**config.mk**
```make
export PLATFORM = sky130hd
export DESIGN_NAME = usart_rx_drain
export DESIGN_NICKNAME = d
export VERILOG_FILES = /design/src/rtl/usart_rx_drain_pkg.sv /design/src/rtl/usart_rx_drain_sync_fifo.sv /design/src/rtl/usart_rx_drain.sv
export SDC_FILE = /design/constraint.sdc
export NUM_CORES = 1
export LEC_CHECK = 0
export ABC_AREA = 1
export CORE_ASPECT_RATIO = 1.25
export CORE_MARGIN = 4
export CORE_UTILIZATION = 55
export CTS_CLUSTER_DIAMETER = 100
export CTS_CLUSTER_SIZE = 28
export DETAILED_ROUTE_END_ITERATION = 16
export HOLD_SLACK_MARGIN = 0.08
export PLACE_DENSITY = 0.74
export REMOVE_ABC_BUFFERS = 1
export SYNTH_ARGS = -nofsm -noshare
export SYNTH_HDL_FRONTEND = slang
export SYNTH_SLANG_ARGS = --single-unit
```
**constraint.sdc**
```tcl
create_clock -name cp2 -period 2.2 [get_ports cp2]
set_input_delay 0.66 -clock cp2 [delete_from_list [all_inputs] [get_ports cp2]]
set_output_delay 0.66 -clock cp2 [all_outputs]
set_load 0.02 [all_outputs]
```
**src/rtl/usart_rx_drain_pkg.sv**
```systemverilog
// Shared USART register map, status bit positions, drain FSM encoding and FIFO word layout.
// Pure declarations; imported by the drain engine and its testbench.
package usart_pkg;
  localparam logic [11:0] UCSRnA_ADDR = 12'h0C0;
  localparam logic [11:0] UDRn_ADDR   = 12'h0C6;

  localparam int RXC = 7;
  localparam int FE  = 4;
  localparam int DOR = 3;
  localparam int UPE = 2;

  typedef enum logic [2:0] {
    IDLE    = 3'd0,
    REQ     = 3'd1,
    RD_STAT = 3'd2,
    RD_DATA = 3'd3,
    COOL    = 3'd4
  } drain_state_t;

  typedef struct packed {
    logic       fe;
    logic       dor;
    logic       upe;
    logic [7:0] data;
  } rx_word_t;
endpackage

```
**src/rtl/usart_rx_drain_sync_fifo.sv**
```systemverilog
// Synchronous FIFO, head word visible combinationally; push to pop-visible is 1 cycle (no bypass).
// Push is ignored when full and pop is ignored when empty; producer must check full.
module sync_fifo #(
  parameter int WIDTH = 11,
  parameter int DEPTH = 8
) (
  input  logic                     clk,
  input  logic                     rst_n,
  input  logic                     push_vld,
  input  logic [WIDTH-1:0]         push_dat,
  input  logic                     pop_vld,
  output logic [WIDTH-1:0]         head_dat,
  output logic                     full,
  output logic                     empty,
  output logic [$clog2(DEPTH):0]   count
);
  localparam int AW = $clog2(DEPTH);
  localparam int CW = AW + 1;

  logic [WIDTH-1:0] mem [DEPTH];
  logic [AW-1:0]    wr_ptr;
  logic [AW-1:0]    rd_ptr;
  logic             push_ok;
  logic             pop_ok;

  assign full     = (count == CW'(DEPTH));
  assign empty    = (count == '0);
  assign push_ok  = push_vld && !full;
  assign pop_ok   = pop_vld && !empty;
  // Stale entries are masked so the head reads zero while empty.
  assign head_dat = empty ? '0 : mem[rd_ptr];

  always_ff @(posedge clk) begin
    if (!rst_n) begin
      wr_ptr <= '0;
      rd_ptr <= '0;
      count  <= '0;
    end else begin
      if (push_ok) begin
        mem[wr_ptr] <= push_dat;
        wr_ptr      <= wr_ptr + AW'(1);
      end
      if (pop_ok) begin
        rd_ptr <= rd_ptr + AW'(1);
      end
      if (push_ok && !pop_ok) begin
        count <= count + CW'(1);
      end else if (pop_ok && !push_ok) begin
        count <= count - CW'(1);
      end
    end
  end
endmodule

```
**src/rtl/usart_rx_drain.sv**
```systemverilog
// Drains USARTn on RxcIRQ: reads UCSRnA then UDRn, pushes {FE,DOR,UPE,data}; IRQ to push is 3 cycles.
// Stalls on bus_gnt and on a full FIFO; USART_RX_DRAIN_ERRDROP_EN drops FE/UPE words and counts them.
module usart_rx_drain
  import usart_pkg::*;
#(
  parameter int          DEPTH     = 8,
  parameter logic [11:0] BASE_ADDR = UCSRnA_ADDR
) (
  input  logic                   cp2,
  input  logic                   ireset,
  input  logic                   en,
  input  logic                   RxcIRQ,
  output logic                   bus_req,
  input  logic                   bus_gnt,
  output logic [11:0]            ram_Addr,
  output logic                   ramre,
  input  logic [7:0]             dbus_out,
  input  logic                   out_en,
  output logic                   rd_valid,
  output logic [10:0]            rd_data,
  input  logic                   rd_pop,
  output logic [$clog2(DEPTH):0] count,
  output logic                   bus_err
`ifdef USART_RX_DRAIN_ERRDROP_EN
  ,
  output logic [7:0]             drop_cnt
`endif
);
  drain_state_t state;
  logic [2:0]   stat_q;
  rx_word_t     push_word;
  logic         push_vld;
  logic         keep;
  logic         fifo_full;
  logic         fifo_empty;

  assign push_word = '{fe: stat_q[2], dor: stat_q[1], upe: stat_q[0], data: dbus_out};

`ifdef USART_RX_DRAIN_ERRDROP_EN
  assign keep = !(stat_q[2] || stat_q[0]);
`else
  assign keep = 1'b1;
`endif

  assign push_vld = (state == RD_DATA) && keep;
  assign rd_valid = !fifo_empty;

  always_ff @(posedge cp2) begin
    if (!ireset) begin
      state    <= IDLE;
      bus_req  <= 1'b0;
      ramre    <= 1'b0;
      ram_Addr <= '0;
      stat_q   <= '0;
      bus_err  <= 1'b0;
    end else begin
      case (state)
        IDLE: begin
          if (en && RxcIRQ && !fifo_full) begin
            state   <= REQ;
            bus_req <= 1'b1;
          end
        end
        REQ: begin
          if (!en) begin
            state   <= IDLE;
            bus_req <= 1'b0;
          end else if (bus_gnt) begin
            state    <= RD_STAT;
            ramre    <= 1'b1;
            ram_Addr <= BASE_ADDR;
          end
        end
        RD_STAT: begin
          // Status must be captured before UDRn is read, which pops the USART buffer.
          stat_q   <= dbus_out[FE:UPE];
          state    <= RD_DATA;
          ram_Addr <= BASE_ADDR + 12'd6;
          if (!out_en) bus_err <= 1'b1;
        end
        RD_DATA: begin
          state    <= COOL;
          bus_req  <= 1'b0;
          ramre    <= 1'b0;
          ram_Addr <= '0;
          if (!out_en) bus_err <= 1'b1;
        end
        COOL: begin
          state <= IDLE;
        end
        default: begin
          state    <= IDLE;
          bus_req  <= 1'b0;
          ramre    <= 1'b0;
          ram_Addr <= '0;
        end
      endcase
    end
  end

`ifdef USART_RX_DRAIN_ERRDROP_EN
  always_ff @(posedge cp2) begin
    if (!ireset) begin
      drop_cnt <= '0;
    end else if ((state == RD_DATA) && !keep && (drop_cnt != 8'hFF)) begin
      drop_cnt <= drop_cnt + 8'd1;
    end
  end
`endif

  sync_fifo #(
    .WIDTH ($bits(rx_word_t)),
    .DEPTH (DEPTH)
  ) u_fifo (
    .clk      (cp2),
    .rst_n    (ireset),
    .push_vld (push_vld),
    .push_dat (push_word),
    .pop_vld  (rd_pop),
    .head_dat (rd_data),
    .full     (fifo_full),
    .empty    (fifo_empty),
    .count    (count)
  );
endmodule

```
Word level (Yosys, flattened, before mapping)
Memories as Yosys holds them, arrays and structs flattened. A register that Yosys moved wholly into a read port is not among the register bits.
Cells that the tools add are included.

word-level totals
  memories kept = 1
  input bits = 15
  bits in writable memories = 88
  register bits after elaboration = 31

memory list
  name        depth  width  read ports  clocked after memory_dff  wr ports  line                            RTL
  u_fifo.mem  8      11     1           1                         1         usart_rx_drain_sync_fifo.sv:20  logic [WIDTH-1:0] mem [DEPTH];

cells by class
  reductions and logical operators = 22
  mux-type cells = 21
  add/sub/neg operators = 4
  equal/unequal tests = 10
  bitwise operators = 4

operators with widths
  operator                                             count
  case mux 12 bit (3 select lines)                     1
  two-way mux 12 bit                                   2
  two-way mux 3 bit                                    5
  case mux 3 bit (4 select lines)                      1
  two-way mux 11 bit                                   1
  AND reduction 3 bit                                  3
  two-way mux 4 bit                                    2
  != test 2 bit, second input constant                 4
  two-way mux 1 bit                                    7
  adder 3 x 1 -> 3 bit, second input constant          2
  equality test 3 x 2 -> 1 bit, second input constant  2
  logical AND 1 bit                                    6
  OR reduction 2 bit                                   3
  adder 4 x 1 -> 4 bit, second input constant          1
  equality test 4 bit, second input constant           1
  logical NOT 1 bit                                    4
  logical NOT 4 bit                                    1
  NOT 1 bit                                            4
  AND reduction 2 bit                                  2
  subtractor 4 x 1 -> 4 bit, second input constant     1
  equality test 3 x 1 -> 1 bit, second input constant  1
  equality test 3 bit, second input constant           1
  logical NOT 3 bit                                    1
  != test 3 bit, second input constant                 1
  4 further kinds                                      4

Logic depth before layout (Yosys ltp)
Gate-level depths: netlist of the first run.

  word-level depth = 7
  gate-level depth with buffers = 15

Cells and area by module
Synthesis of the first run repeated with hierarchy kept, for this count alone.

unflattened totals
  cells, all modules = 533
  area total of the unflattened synthesis = 5003.5 um^2

modules (own cells, without submodules)
  module          cells an instance  area each (um^2)  times used  seq. area each (um^2)
  sync_fifo       456                4453.0            1           2902.8
  usart_rx_drain  77                 550.5             1           220.2

Least setup slack after synthesis of the first run
No wires, ideal clock.

  path type = register -> register
  from = reg u_fifo.count[0]
  to = mem u_fifo.mem[6][0], enable pin
  data arrival time = 1.739 ns
  period minus slack after synthesis = 2.132 ns
  library setup time = 0.393 ns
  buffers on the path = 0
  stages on the path, launching flop included = 7
  setup slack = 0.068 ns
  required time = 1.807 ns
  path through = dfxtp_1 -> nor2_2 -> nand3_2 -> nand2_2 -> inv_2 -> nand2_1 -> nor3_1

between the ends
  cells in the longest elaborated chain, start to end = 6

ends and longest elaborated chain
  what                                     line                            RTL
  from (decl)                              usart_rx_drain_sync_fifo.sv:15  output logic [$clog2(DEPTH):0] count
  from (signal assigned)                   usart_rx_drain_sync_fifo.sv:47  count <= count + CW'(1);
  from (signal assigned)                   usart_rx_drain_sync_fifo.sv:49  count <= count - CW'(1);
  equality test 4 bit                      usart_rx_drain_sync_fifo.sv:26  assign full = (count == CW'(DEPTH));
  logical NOT 1 bit                        usart_rx_drain_sync_fifo.sv:28  assign push_ok = push_vld && !full;
  logical AND 1 bit                        usart_rx_drain_sync_fifo.sv:28
  named net u_fifo.push_ok                 usart_rx_drain_sync_fifo.sv:23  logic push_ok;
  two-way mux 1 bit                        usart_rx_drain_sync_fifo.sv:39  if (push_ok) begin
  two-way mux 1 bit                        usart_rx_drain_sync_fifo.sv:34  if (!rst_n) begin
  two-way mux 1 bit (implied by the code)  usart_rx_drain_sync_fifo.sv:40  mem[wr_ptr] <= push_dat;
  to (decl)                                usart_rx_drain_sync_fifo.sv:20

The timed path passes the listed nets, and every way through them passes these cells.

==> metrics.txt, run 1 <==
worst setup margin -111.9 ps; DPL Wire Length 6.287 mm; sw frac 0.3389; endpoints failing hold 0; Root Driver clkbuf_8; Clock Skew 8.039 ps; Top Layer Used met4; CTS Buf Count 9; largest buffer count on any clock path 2; max-slew violation count 0; initial antenna violation count 0; Crit Path Class flip-flop to output pin; synthesis-stage register bit count 112; EDFF count, synth 88; Async S/R FF share, synth 0; Flop pwr share 0.395; fill count 607; Core Footprint 8379 um2; Synth Flop Type edfxtp_1; die area 10270 um2; Psw 2.059 mW; crit end category output pin; Port Buf Inserts 37; Pre-Repair DR Iteration Count 4; RSZ-0062 raised after global routing yes; setup TNS -551.9 ps; wire length per cell 14.94 um; Max Fclk 0.4325 GHz; IO Pins 46; Final Cycle Share 1.051; Seq/Total Area, Yosys 0.6524; final WL 9.697 mm; Die Ht 112.3 um; Tmin final 2312 ps; Synth cell types 31; GR Overflow Total 0; clock share of power 0.195; Worst VDD drop 607.8 uV; global placer's final weighted congestion 0.8449; Synth top cells by count 122 x nor2_1, 88 x edfxtp_1, 45 x nand2_1; initial core utilization 0.5713; top-area cell type share of the netlist area 0.5520; Critical Path Source Type flip-flop; Final #Nets 548; largest net degree at the start of global routing 23; GRT Overall Usage 0.1916; violated checks setup timing; max cap viols 0; Clock Sinks 112; top post-synthesis cells by area edfxtp_1 55%, dfxtp_1 10%, nor2_1 9.6%; WP data arrival 1650 ps; met2 wire len 4.952 mm; final setup vio count 11; Die Wd 91.45 um; status finished, violations left; DRT met1 WL 4.035 mm; Clock Latency Late Sink 360 ps; antenna cell count 0; hold_buf cts 0; Non-Filler Instances 649; Syn Inst Count 454; CTS clk-pin slew, worst paths 100 ps; post-layout util 0.6975; CTS tree built; row cnt 37; Leakage 2.238 nW; Synth Warn # 0; Comb pwr share 0.410; # H-tree levels 3; Power Density 1040 nW/um2; Placed Cells 623; synthesized area 4787 um2; HP Class flip-flop to flip-flop; first-pass GRT wire length 15.42 mm; routed vias/inst 5.174; Via Count 3358; syn_area_per_cell 10.54 um2; vias in the first global route 3233; DR iter-0 viols 299; Remaining DRCs 0; synth-to-layout area growth 22.09%; remaining antenna violation count 0; layout cells sized above 1 0.1861; Power Internal 4.017 mW; Worst EP required 1540 ps; most numerous cell in the Yosys netlist nor2_1; CP max FO 5; met3 WL 479 um; leading area contributor after synthesis edfxtp_1
-- layer usage --
layer  track usage  vias up
li1              -     1668
met1        0.2394     1571
met2        0.3286       98
met3       0.02748       21
met4       0.08753        0
met5             0        -
-- area by class of cell --
cell class	instances	area, um2	area share
clock buffer	10	127.6	0.02184
clock inverter	6	68.82	0.01177
inverter	22	91.34	0.01563
multi-input combinational	298	1426	0.2441
sequential	112	3131	0.5356
tap	117	146.4	0.02505
timing repair buffer	83	845.8	0.1447
timing repair inverter	1	7.507	0.001285
-- what timing repair did --
action / in CTS / in global routing
endpoints found under the setup margin: 12 / 13
gates cloned: 1 / 1
buffers inserted: 6 / 2
endpoints found under the hold margin: 0 / 0
resized for setup: 68 / 20
pin swaps: 5 / 7
-- registers in the layout (all words and copies together), names as in the netlist, named ones only --
| name | cells |
|---|---|
| u_fifo.mem | 88 |
| u_fifo.count | 4 |
| stat_q | 3 |
| state | 3 |
| u_fifo.rd_ptr | 3 |
| u_fifo.wr_ptr | 3 |
| ram_Addr | 2 |
| bus_err | 1 |
| bus_req | 1 |
| ramre | 1 |
-- layout by cell type (no fill, tap or decap), types with 3 or more instances in the layout --
cell,count
nor2_2,6
edfxtp_1,88
buf_6,3
nand2_1,45
nor3_1,3
xor2_1,4
ha_1,4
clkbuf_8,9
inv_1,17
clkinvlp_4,3
dfxtp_1,20
nand3_2,3
dfxtp_2,3
clkdlybuf4s50_1,23
buf_4,41
o21ai_1,38
buf_12,9
nand3_1,22
conb_1,8
a21oi_1,11
nor2_1,116
o21ai_0,24
-- per-stage QoR --
step	hold slack [ps]	power [mW]	cell area, um2	worst slack [ps]
3_5_place_dp	457.0	4.701	5484	-355.5
3_3_place_gp	451.9	4.652	5484	-271.3
2_1_floorplan	457.8	3.621	4589	-225.9
6_report	467.5	6.076	5844	-111.9
5_1_grt	511.4	6.440	5844	-223.9
4_1_cts	475.4	5.897	5744	-100.6
-- logic make-up (layout without fill, tap and decap cells) --
logic type                 count (synthesis)  in the layout  share of synthesized area
buffers and inverters                     51            122                    0.06456
AOI/OAI and AO/OA                         76             76                    0.08129
adders and majority gates                  6              6                    0.01725
and+or+nand+nor                          204            204                     0.1764
DFF                                      112            112                     0.6524
other                                      1              8                  0.0007834
xor gates and xnor gates                   4              4                   0.007318
-- critical path, stage by stage (launching register included) --
cell	delay [ps]
dfxtp_4	400
clkinvlp_4	160
buf_4	170
nor2_1	90
o21ai_1	80
nand3_1	90
nand2_1	50
nor2_1	100
buf_4	160
-- power groups by stage --
stage / sequential (mW) / clock (mW) / combinational [mW]
2_1_floorplan: 2.57 / 0 / 1.05
3_3_place_gp: 2.43 / 0 / 2.22
3_5_place_dp: 2.44 / 0 / 2.27
4_1_cts: 2.39 / 1.19 / 2.31
5_1_grt: 2.41 / 1.29 / 2.74
6_report: 2.40 / 1.18 / 2.49
-- final timing paths --
check	slack (ps)	to	cells past startpoint	startpoint
max	-110	rd_data[2]	8	flip-flop
min	470	ramre	2	ramre
max reg2reg	130	u_fifo.count[3]	13	u_fifo.count[1]
min reg2reg	470	ramre	2	ramre
No activity file was read; power rests on OpenSTA's default activity.
==> inputs of run 2 (changes only) <==
Settings changed: CTS_CLUSTER_SIZE 28 to default.
==> results of run 2 <==
Final layout, timing and power as in run 1 (identical DEF).
